==> src/rtl/exu_wb_arbiter.sv <==
// Round-robin arbiter sharing the integer writeback port between the intblock and memblock load pipes,
// with a single registered output stage and ROB-age based flush kill.
module exu_wb_arbiter #(
   parameter int PREG_W   = 6,
   parameter int RESULT_W = 64,
   parameter int ROB_LOG  = 6
) (
   input  logic                clock,
   input  logic                reset_n,

   input  logic                req0_valid,
   output logic                req0_ready,
   input  logic                req0_need_wb,
   input  logic [PREG_W-1:0]   req0_prd,
   input  logic [RESULT_W-1:0] req0_result,
   input  logic [ROB_LOG:0]    req0_robid,

   input  logic                req1_valid,
   output logic                req1_ready,
   input  logic                req1_need_wb,
   input  logic [PREG_W-1:0]   req1_prd,
   input  logic [RESULT_W-1:0] req1_result,
   input  logic [ROB_LOG:0]    req1_robid,

   input  logic                flush_valid,
   input  logic [ROB_LOG:0]    flush_robid,

   output logic                wb_valid,
   input  logic                wb_ready,
   output logic                wb_need_wb,
   output logic [PREG_W-1:0]   wb_prd,
   output logic [RESULT_W-1:0] wb_result,
   output logic [ROB_LOG:0]    wb_robid,
   output logic                wb_src,
   output logic [31:0]         conflict_cnt
);

   // a is younger than b; the wrap flag inverts the index comparison
   function automatic logic younger(input logic [ROB_LOG:0] a, input logic [ROB_LOG:0] b);
      return (a[ROB_LOG] != b[ROB_LOG]) ^ (a[ROB_LOG-1:0] > b[ROB_LOG-1:0]);
   endfunction

   logic                rr_last_reg;
   logic [1:0]          req_valid;
   logic [1:0]          grant;
   logic [1:0]          req_ready;
   logic                accept;
   logic                sel;
   logic                xfer;
   logic                kill_req;
   logic                held_kill;
   logic                load;
   logic                conflict;
   logic                sel_need_wb;
   logic [PREG_W-1:0]   sel_prd;
   logic [RESULT_W-1:0] sel_result;
   logic [ROB_LOG:0]    sel_robid;

   assign req_valid = {req1_valid, req0_valid};
   assign accept    = !wb_valid || wb_ready;

   generate
      for (genvar gi = 0; gi < 2; gi++) begin : g_req
         localparam logic ME = 1'(gi);
         // contested cycles go to whichever requester did not win last
         assign grant[gi]     = req_valid[gi] && (!req_valid[1-gi] || (rr_last_reg != ME));
         assign req_ready[gi] = accept && grant[gi];
      end
   endgenerate

   assign req0_ready = req_ready[0];
   assign req1_ready = req_ready[1];

   assign sel         = grant[1];
   assign sel_need_wb = sel ? req1_need_wb : req0_need_wb;
   assign sel_prd     = sel ? req1_prd     : req0_prd;
   assign sel_result  = sel ? req1_result  : req0_result;
   assign sel_robid   = sel ? req1_robid   : req0_robid;

   assign xfer      = |req_ready;
   assign kill_req  = flush_valid && younger(sel_robid, flush_robid);
   assign held_kill = flush_valid && wb_valid && younger(wb_robid, flush_robid);
   assign load      = xfer && !kill_req;
   assign conflict  = |(req_valid & ~req_ready);

   always_ff @(posedge clock or negedge reset_n) begin
      if (!reset_n) begin
         wb_valid     <= 1'b0;
         wb_need_wb   <= 1'b0;
         wb_prd       <= '0;
         wb_result    <= '0;
         wb_robid     <= '0;
         wb_src       <= 1'b0;
         conflict_cnt <= '0;
         rr_last_reg  <= 1'b1;
      end else begin
         if (load) begin
            wb_valid   <= 1'b1;
            wb_need_wb <= sel_need_wb;
            wb_prd     <= sel_prd;
            wb_result  <= sel_result;
            wb_robid   <= sel_robid;
            wb_src     <= sel;
         end else begin
            // a killed-but-consumed request only happens when the slot was free or draining
            wb_valid <= wb_valid && !wb_ready && !held_kill;
         end
         if (xfer)
            rr_last_reg <= sel;
         if (conflict && (conflict_cnt != 32'hFFFF_FFFF))
            conflict_cnt <= conflict_cnt + 32'd1;
      end
   end

endmodule

==> config.mk <==
export PLATFORM = sky130hd
export DESIGN_NAME = exu_wb_arbiter
export DESIGN_NICKNAME = d
export VERILOG_FILES = /design/src/rtl/exu_wb_arbiter.sv
export SDC_FILE = /design/constraint.sdc
export NUM_CORES = 1
export LEC_CHECK = 0
export ABC_AREA = 1
export CORE_MARGIN = 1
export CORE_UTILIZATION = 30
export DETAILED_ROUTE_END_ITERATION = 12
export HOLD_SLACK_MARGIN = 0.06
export PLACE_DENSITY = 0.69
export SLEW_MARGIN = 20
export SYNTH_ARGS = -nofsm -noshare
export SYNTH_HDL_FRONTEND = slang
export SYNTH_SLANG_ARGS = --single-unit
==> constraint.sdc <==
create_clock -name clock -period 2.7 [get_ports clock]
set_input_delay 0.405 -clock clock [delete_from_list [all_inputs] [get_ports clock]]
set_output_delay 0.405 -clock clock [all_outputs]
set_load 0.05 [all_outputs]
# [After elaboration in Yosys (flattened, before gate mapping)]
# Index checks and enable logic that the tools add are counted.
[op_classes] n_addsub=1 n_mul=0 div=0 n_lt_le_gt_ge=2 n_eq_ne=3 shift=0 n_mux=5 bitwise=5 n_reduce_logical=22
[op_table] cell="$mux 64" n=1
[op_table] cell="$add 32x1->32 const B" n=1
[op_table] cell="$ne 32x32->1 const B" n=1
[op_table] cell="$gt 6x6->1" n=2
[op_table] cell="$logic_and 1x1->1" n=11
[op_table] cell="$mux 7" n=1
[op_table] cell="$logic_not 1->1" n=6
[op_table] cell="$mux 6" n=1
[op_table] cell="$reduce_or 2->1" n=2
[op_table] cell="$logic_or 1x1->1" n=3
[op_table] cell="$and 2x2->2" n=1
[op_table] cell="$mux 1" n=2
[op_table] cell="$ne 1x1->1" n=2
[op_table] cell="$not 2->2" n=1
[op_table] cell="$xor 1x1->1" n=2
[op_table] cell="$not 1->1" n=1
[totals] ff_bits=113 latch_bits=0 mem_bits_rw=0 romBits=0 inputBits=169 out_inout_bits=114 word_cells=46 mem_count=0

# [Longest topological paths before layout]
# Gate-level depths: netlist of run 1.
[depth] depth_word=10 mapped_depth=18 ltp_nobuf=17

# [Least setup slack after synthesis of run 1]
# OpenSTA, ideal clock, no wires.
[synth_path] path_kind="register to register" startpoint="reg rr_last_reg" endpoint="reg wb_robid[1]" arrival_ns=2.445 slack_ns=0.135 stages_incl_launch_ff=19 period_less_slack_ns=2.565 cell_sequence="dfstp_2 nand2_1 nand2_2 clkinv_1 buf_2 nand2_1 nand2_1 ha_1 nand2_1 nor2_1 nand2_1 nand3_1 nand2_1 nand2_1 nand3_2 buf_4 buf_2 nand3_1 nand2_1"
[synth_between] elab_chain_len=9 elab_cells_between_ends=15 classes_between="1 x order compare; 1 x eq/ne; 1 x mux; 2 x bitwise; 10 x reduce/logical"
[synth_lines] item="start, declared" line_no="43" text="logic rr_last_reg;"
[synth_lines] item="start signal, assigned" line_no="109" text="rr_last_reg <= sel;"
[synth_lines] item="$not 1->1" line_no="66" text="assign grant[gi] = req_valid[gi] && (!req_valid[1-gi] || (rr_last_reg != ME));"
[synth_lines] item="$logic_or 1x1->1" line_no="66"
[synth_lines] item="$logic_and 1x1->1" line_no="66"
[synth_lines] item="$mux 7" line_no="78" text="assign sel_robid = sel ? req1_robid : req0_robid;"
[synth_lines] item="named net sel_robid[5]" line_no="57" text="logic [ROB_LOG:0] sel_robid;"
[synth_lines] item="$gt 6x6->1" line_no="40" text="return (a[ROB_LOG] != b[ROB_LOG]) ^ (a[ROB_LOG-1:0] > b[ROB_LOG-1:0]);"
[synth_lines] item="$xor 1x1->1" line_no="40"
[synth_lines] item="$logic_and 1x1->1" line_no="81" text="assign kill_req = flush_valid && younger(sel_robid, flush_robid);"
[synth_lines] item="$logic_not 1->1" line_no="83" text="assign load = xfer && !kill_req;"
[synth_lines] item="$logic_and 1x1->1" line_no="83"
[synth_lines] item="end signal, assigned" line_no="102" text="wb_robid <= sel_robid;"
[synth_lines] item="end, declared" line_no="33" text="output logic [ROB_LOG:0] wb_robid,"
# The timed path passes the listed nets, and every way through them passes these cells.
# A chain may end at the register's enable or synchronous reset.

# [Final worst setup path of run 1]
[layout_path] startpoint="reg rr_last_reg" endpoint="reg wb_need_wb"
[layout_between] elab_chain_len=9 elab_cells_between_ends=16 classes_between="1 x order compare; 1 x eq/ne; 2 x mux; 2 x bitwise; 10 x reduce/logical"
[layout_lines] item="$not 1->1" line_no="66"
[layout_lines] item="$logic_or 1x1->1" line_no="66"
[layout_lines] item="$logic_and 1x1->1" line_no="66"
[layout_lines] item="$mux 7" line_no="78"
[layout_lines] item="$gt 6x6->1 or $ne 1x1->1 (tied branches)" line_no="40"
[layout_lines] item="$xor 1x1->1" line_no="40"
[layout_lines] item="$logic_and 1x1->1" line_no="81"
[layout_lines] item="$logic_not 1->1" line_no="83"
[layout_lines] item="$logic_and 1x1->1" line_no="83"
[layout_lines] item="end signal, assigned" line_no="99" text="wb_need_wb <= sel_need_wb;"
[layout_lines] item="end, declared" line_no="30" text="output logic wb_need_wb,"
# Several ways; a longest one is shown, not always the timed one.

==> reports/metrics.yaml, run 1 <==
grt_max_degree: 52
reg2reg_slack_ns: 0.22
syn_area_per_cell_sq_um: 6.75
post_drt_via_cell_ratio: 4.54
fin_crit_ns: 2.48
slew-limit-headroom: 0.523
tightest_slew_ns: 0.713
max-vdd-ir-drop_mv: 0.678
drt-total-wl_mm: 22.1
report.final.hold_viol_count: 0
critical_path_arrival_ns: 2.79
share_of_flip_flops_with_an_asynchronous_set_or_reset_after_synthesis: 1.00
synth_enable_flop_cells: 0
post_synth_xor_area_fraction: 0.0265
reg.largest.list: "wb_result: 64 flops, conflict_cnt: 32 flops, wb_robid: 7 flops"
finalCoreUtilization: 0.495
timing.hold.worst_endpoint: "wb_result[58]"
die_width_um: 150
result_of_the_run: "finished, final reports clean"
worstSkewPairLatency_ns: 0.41
power_density_nw_per_um2: 983
postCtsSetupRepairBufs: 0
avgRoutedWirePerCell_um: 14.2
drt_first_pass_iters: 4
cts_inserted_buffers: 17
syn_nets: 1160
critical_path.max_stage_delay_ns: 0.53
dominant_combinational_cell_family_by_area_after_synthesis: "simple AND/OR/NAND/NOR gates"
path_buf_inv: 4
place_hpwl_mm: 17.3
die_height_um: 150
first_global_vias: 7024
ys_seq_area_frac: 0.428
floorplan.rows: 53
min-delay-path-class: "flop to flop"
synth.yosys.warnings: 0
drt.antenna.violating_nets: 0
multi_input_area_sq_um: 3400
place.port_buffers: 282
power_leakage_nw: 5.18
globalplace.congestion: 0.921
crit_path_cell_trace: "nand2_1 -> nand2_2 -> inv_2 -> or2_2 -> o21ai_0 -> ha_1 -> inv_1 -> nand2_1 -> nand2_1 -> nand2_1 -> nand3_1 -> nand3_1 -> nand3_4 -> buf_12 -> buf_4 -> nand3_1 -> nand2_1"
design_power_total_mw: 10.4
whs_ns: 0.465
critical_path.reg2reg.endpoint: "wb_need_wb"
cp.required_ns: 3.01
area_growth_pct: 59.5
yosys-mux-area-fraction: 0
cts_htree_levels: 4
fillers: 2156
initial_utilization: 0.310
synth_seq_cells: 113
clk_pin_slew_ns: 0.05
largest_register: "wb_result"
worstPathMaxFanout: 10
critical_path.startpoint_type: "flop"
synth-compound-area-share: 0.0231
grt_pass1_wl_mm: 35.3
number_of_cells_on_the_worst_reg_to_reg_path: 17
core_outline_area_sq_um: 21300
synthesis.instances: 978
tritoncts_num_sinks: 113
crit_path_frequent_cell: "nand2_1"
final_net_count: 1449
slew_viol_final: 0
grt.overflow.total: 0
post_route_cells_drive_above_1_share: 0.0649
cap_violations: 0
tritoncts_clock_tree: "yes"
finalSetupViolCount: 0
drcViolationCount: 0
cts_root_buf: "clkbuf_16"
final.period_utilization: 0.919
finalClockSkew_ns: 0.0148
regToRegStartpoint: "rr_last_reg"
crit_path_end_kind: "flop"
synthesis.area_sq_um: 6610
hold_crit_depth: 2
setup_repair_after_global_routing_missed_its_margin: "false"
pin_count: 283
detailedRoute.firstIterationViolations: 261
netlist-cell-type-count: 26
grt.total_usage: 0.203
crit_slowest_cell: "dfstp_2"
max_freq_mhz: 403
synthAdderAreaFrac: 0.0246
detailroute.via_count: 7053
area.sequential_sq_um: 2830
grt_antenna_before_repair: 2
synth_flop_cell: "dfrtp_1"
largest_register_ffs: 64
synth_simple_gate_area_frac: 0.438
ctsLongestPathBuffers: 2
die-area_sq_um: 22600
timing.critical_path.max_delay_family: "simple AND/OR/NAND/NOR gates"
path_class: "flop to flop"
min-delay-start: "wb_result[58]"
timing repair:
| action | in CTS | in global routing |
|---|---|---|
| endpoints found under the setup margin | 0 | 0 |
| resized for setup | 0 | 0 |
| hold buffers | 1 | 0 |
| endpoints found under the hold margin | 3 | 0 |
cells by family after synthesis:
group,after synthesis
buf+inv,91
xor+xnor,20
flops,113
compound gates,24
simple gates,717
fa+ha+maj,13
metrics by stage:
| stage | setup slack, ns | setup TNS, ns | area (sq um) | cells |
|---|---|---|---|---|
| finish | 0.219 | 0 | 10500 | 1555 |
| global route | 0.00651 | 0 | 10500 | 1554 |
| CTS | 0.191 | 0 | 10500 | 1554 |
| detailed placement | -0.199 | -14.00 | 9940 | 1522 |
| global placement | -0.128 | -9.26 | 9940 | 1522 |
| floorplan | 0.135 | 0 | 6610 | 978 |
worst max-delay path by stage:
stage          slack [ns]            end        start  cells past startpoint
4_1_cts              0.19     wb_need_wb  rr_last_reg                     17
3_3_place_gp        -0.13   wb_result[3]   req0_valid                     18
5_1_grt             0.007  wb_result[17]  rr_last_reg                     18
3_5_place_dp        -0.20     wb_need_wb   req0_valid                     18
6_report             0.22     wb_need_wb  rr_last_reg                     17
2_1_floorplan        0.14    wb_robid[1]  rr_last_reg                     18
placed cells by master (no fill, tap or decap):
master	Yosys	routed
dfrtp_1	112	112
buf_4	3	24
o21ai_4	0	1
clkinv_2	0	3
a21oi_1	3	3
nand3b_1	6	6
diode_2	0	1
nand2_2	4	4
nor2_2	2	2
clkinv_4	0	2
bufinv_16	0	3
nand2_4	0	1
o21bai_1	1	1
dfstp_2	1	1
nor2_1	40	40
clkinvlp_4	0	2
nand3_1	104	104
inv_2	0	1
clkbuf_16	0	17
xor2_1	16	16
xnor2_1	4	4
nor3_1	13	13
dlygate4sd3_1	0	1
nand2_1	545	544
clkbuf_1	16	4
buf_12	0	11
ha_1	13	13
o21ai_2	8	7
inv_4	1	1
nand3_4	0	1
nand3_2	2	1
o21ai_0	12	12
clkdlybuf4s50_1	0	279
inv_1	44	44
or2_2	1	1
power breakdown:
| part | total (mW) | switching [mW] | internal, mW |
|---|---|---|---|
| Sequential | 2.70 | 0.411 | 2.29 |
| Clock | 2.23 | 0.792 | 1.44 |
| Combinational | 5.42 | 3.59 | 1.82 |
| Total | 10.4 | 4.80 | 5.56 |
worst min-delay path, stage by stage, from the launching register on:
cell     delay [ns]
dfrtp_1        0.34
nand2_1        0.05
nand2_1        0.04
area by class of cell:
cell class                 instances  area share
antenna                            1    0.000238
timing repair buffer             315       0.304
clock inverter                    10      0.0131
inverter                          46      0.0166
multi-input combinational        774       0.323
tap                              275      0.0327
sequential                       113       0.269
clock buffer                      21      0.0418
synthesized netlist by cell type, drive strengths merged (4+ instances only):
library cell,instances,area share
buf,29,0.024
dfrtp,112,0.42
clkbuf,16,0.0091
inv,45,0.026
xor2,16,0.021
nand3,106,0.082
nand2,549,0.31
nor3,13,0.0098
xnor2,4,0.0053
nor2,42,0.025
o21ai,20,0.020
nand3b,6,0.0068
ha,13,0.025
routing by layer:
layer  track usage  share of wire  up-vias  routed length, um
met4        0.0727          0.024        2                522
li1              -              -     3616                  -
met1         0.235           0.41     3182               8980
met2         0.359           0.51      219              11200
met5             0        0.00041        -                  9
met3        0.0506          0.062       34               1370
Note: power is estimated with default switching activity, not from simulation.
==> run 2, diff against run 1 <==
Settings changed: CORE_UTILIZATION 30 to 35, PLACE_DENSITY 0.69 to 0.78.
==> run 2 against run 1 <==
  * Worst setup slack improved by 0.017 ns
  * Sequential share of layout area rose by 0.20 points
  * Critical path depth rose by 1
  * Global-route usage rose by 2.9 points
  * Count of clock-buffer cells in the layout fell by 2
  * Cell area fell by 0.75%
  * First-iteration DRC count rose by 16%
  * Hold slack got worse by 0.37 ns
  * Final cell count fell by 2.7%
  * Die area fell by 14%
  * Critical endpoint is now wb_result[40]
  * Largest power group unchanged
==> reports/metrics.yaml, run 2 (synthesized netlist as in run 1, its figures left out) <==
path_class: "flop to flop"
postCtsHoldBufs: 0
place.port_buffers: 282
area_growth_pct: 58.3
finalCoreUtilization: 0.574
setup_repair_after_global_routing_missed_its_margin: "false"
die_height_um: 139
reg2reg_slack_ns: 0.24
placement.setup.worst_slack_ns: -0.192
finalNonFillerCells: 1513
slew_viol_final: 0
critical_path.reg2reg.endpoint: "wb_result[40]"
tightest_slew_ns: 0.817
critical_path.startpoint_type: "flop"
reg.largest.list: "wb_result: 64 flops, conflict_cnt: 32 flops, wb_robid: 7 flops"
crit_path_cell_trace: "nand2_1 -> nand2_2 -> inv_2 -> or2_2 -> o21ai_0 -> ha_1 -> inv_1 -> nand2_1 -> nand2_1 -> nand2_1 -> nand3_1 -> nand2_1 -> nand2_1 -> nand3_4 -> nand2_2 -> buf_4 -> nand2_1 -> nand2_1"
grt_antenna_before_repair: 6
cts_htree_levels: 4
floorplan.rows: 49
pin_count: 283
drt_first_pass_iters: 5
slew-limit-headroom: 0.455
cts_root_buf: "clkbuf_16"
post_drt_via_cell_ratio: 4.74
finalSetupViolCount: 0
die_width_um: 139
place_hpwl_mm: 16.8
cap_violations: 0
drt-total-wl_mm: 21.9
die-area_sq_um: 19400
drt.antenna.violating_nets: 0
grt.overflow.total: 0
finalInstanceArea_sq_um: 10500
crit_path_frequent_cell: "nand2_1"
tritoncts_clock_tree: "yes"
place_area_sq_um: 9840
setup_total_negative_slack_ns: 0
worstSkewPairLatency_ns: 0.42
power_density_nw_per_um2: 998
worstPathMaxFanout: 8
grt.total_usage: 0.232
largest_register_ffs: 64
tritoncts_num_sinks: 113
post_route_cells_drive_above_1_share: 0.0695
detailedRoute.firstIterationViolations: 304
result_of_the_run: "finished, final reports clean"
initial_utilization: 0.363
core_outline_area_sq_um: 18200
cp.required_ns: 3.00
number_of_cells_on_the_worst_reg_to_reg_path: 18
detailroute.via_count: 7179
placedCellCount: 1477
timing.critical_path.max_delay_family: "simple AND/OR/NAND/NOR gates"
final_net_count: 1449
fin_crit_ns: 2.46
postCtsSetupRepairBufs: 0
first_global_vias: 6860
clk_pin_slew_ns: 0.06
ctsLongestPathBuffers: 2
min-delay-path-class: "input port to async pin"
max_freq_mhz: 406
final.period_utilization: 0.913
regToRegStartpoint: "rr_last_reg"
avgRoutedWirePerCell_um: 14.5
post-route-worst-setup-slack_ns: 0.235
finalClockSkew_ns: 0.00770
globalplace.congestion: 0.932
layout.cells.most_common_list: "544 x nand2_1, 279 x clkdlybuf4s50_1, 112 x dfrtp_1, 104 x nand3_1, 44 x inv_1"
power_leakage_nw: 5.18
grt_pass1_wl_mm: 34.9
cts_inserted_buffers: 17
number_of_gates_given_a_new_drive_strength_after_cts: 0
critical_path.max_stage_delay_ns: 0.54
grt_max_degree: 72
path_buf_inv: 3
crit_slowest_cell: "dfstp_2"
crit_path_end_kind: "flop"
critPathLaunch: "rr_last_reg"
mostFrequentLayoutCell: "nand2_1"
report.final.hold_viol_count: 0
critical_path_arrival_ns: 2.76
drcViolationCount: 0
largest_register: "wb_result"
max-vdd-ir-drop_mv: 0.611
## run 2: cell count changes in the layout (fill, tap and decap cells not counted), sizes merged
cell	before	now
dlygate4sd3	1	0
bufinv	3	2
clkinv	5	3
buf	35	36
clkbuf	21	19
inv	46	52
diode	1	4
## run 2: routing by layer
layer	up-vias	GRT usage	part of all wire	routed length (um)
li1	3625	-	-	-
met1	3254	0.263	0.40	8690
met2	256	0.405	0.51	11200
met3	42	0.0637	0.058	1270
met4	2	0.104	0.032	693
met5	-	0	0.00059	13
## run 2: cell type report
class / count / area (sq um)
repair buffers: 315 / 3150
diodes: 4 / 10.0
multi-input cells: 774 / 3400
fillers: 1684 / 7750
clock buffers: 19 / 453
clock inverters: 13 / 150
inverters: 46 / 175
well taps: 229 / 287
flip-flops and latches: 113 / 2830
## run 2: worst max-delay path by stage
stage | end | cells past startpoint | slack, ns
after floorplan | wb_robid[1] | 18 | 0.14
after global placement | wb_result[4] | 19 | -0.10
after detailed placement | wb_result[9] | 18 | -0.19
after CTS | wb_result[63] | 17 | 0.19
after global routing | wb_result[1] | 18 | 0.0006
final | wb_result[40] | 18 | 0.24
## run 2: worst register-to-register path: cells and delay by family, from the launching register on
| kind | cells | cell delay, ns |
|---|---|---|
| simple gates | 13 | 1.20 |
| flops | 1 | 0.54 |
| buf+inv | 3 | 0.34 |
| fa+ha+maj | 1 | 0.18 |
| compound gates | 1 | 0.10 |
## run 2: report_power, final
group,total (mW),internal [mW],switching [mW],leakage [nW]
Combinational,5.45,1.81,3.64,3.44
Sequential,2.71,2.29,0.419,1.44
Clock,2.28,1.42,0.854,0.292
Total,10.4,5.53,4.91,5.18
## run 2: stage by stage
step	hold slack, ns	power (mW)
2_1_floorplan	0.109	6.02
3_3_place_gp	0.453	8.13
3_5_place_dp	0.458	8.19
4_1_cts	0.116	10.5
5_1_grt	0.151	10.9
6_report	0.0959	10.4
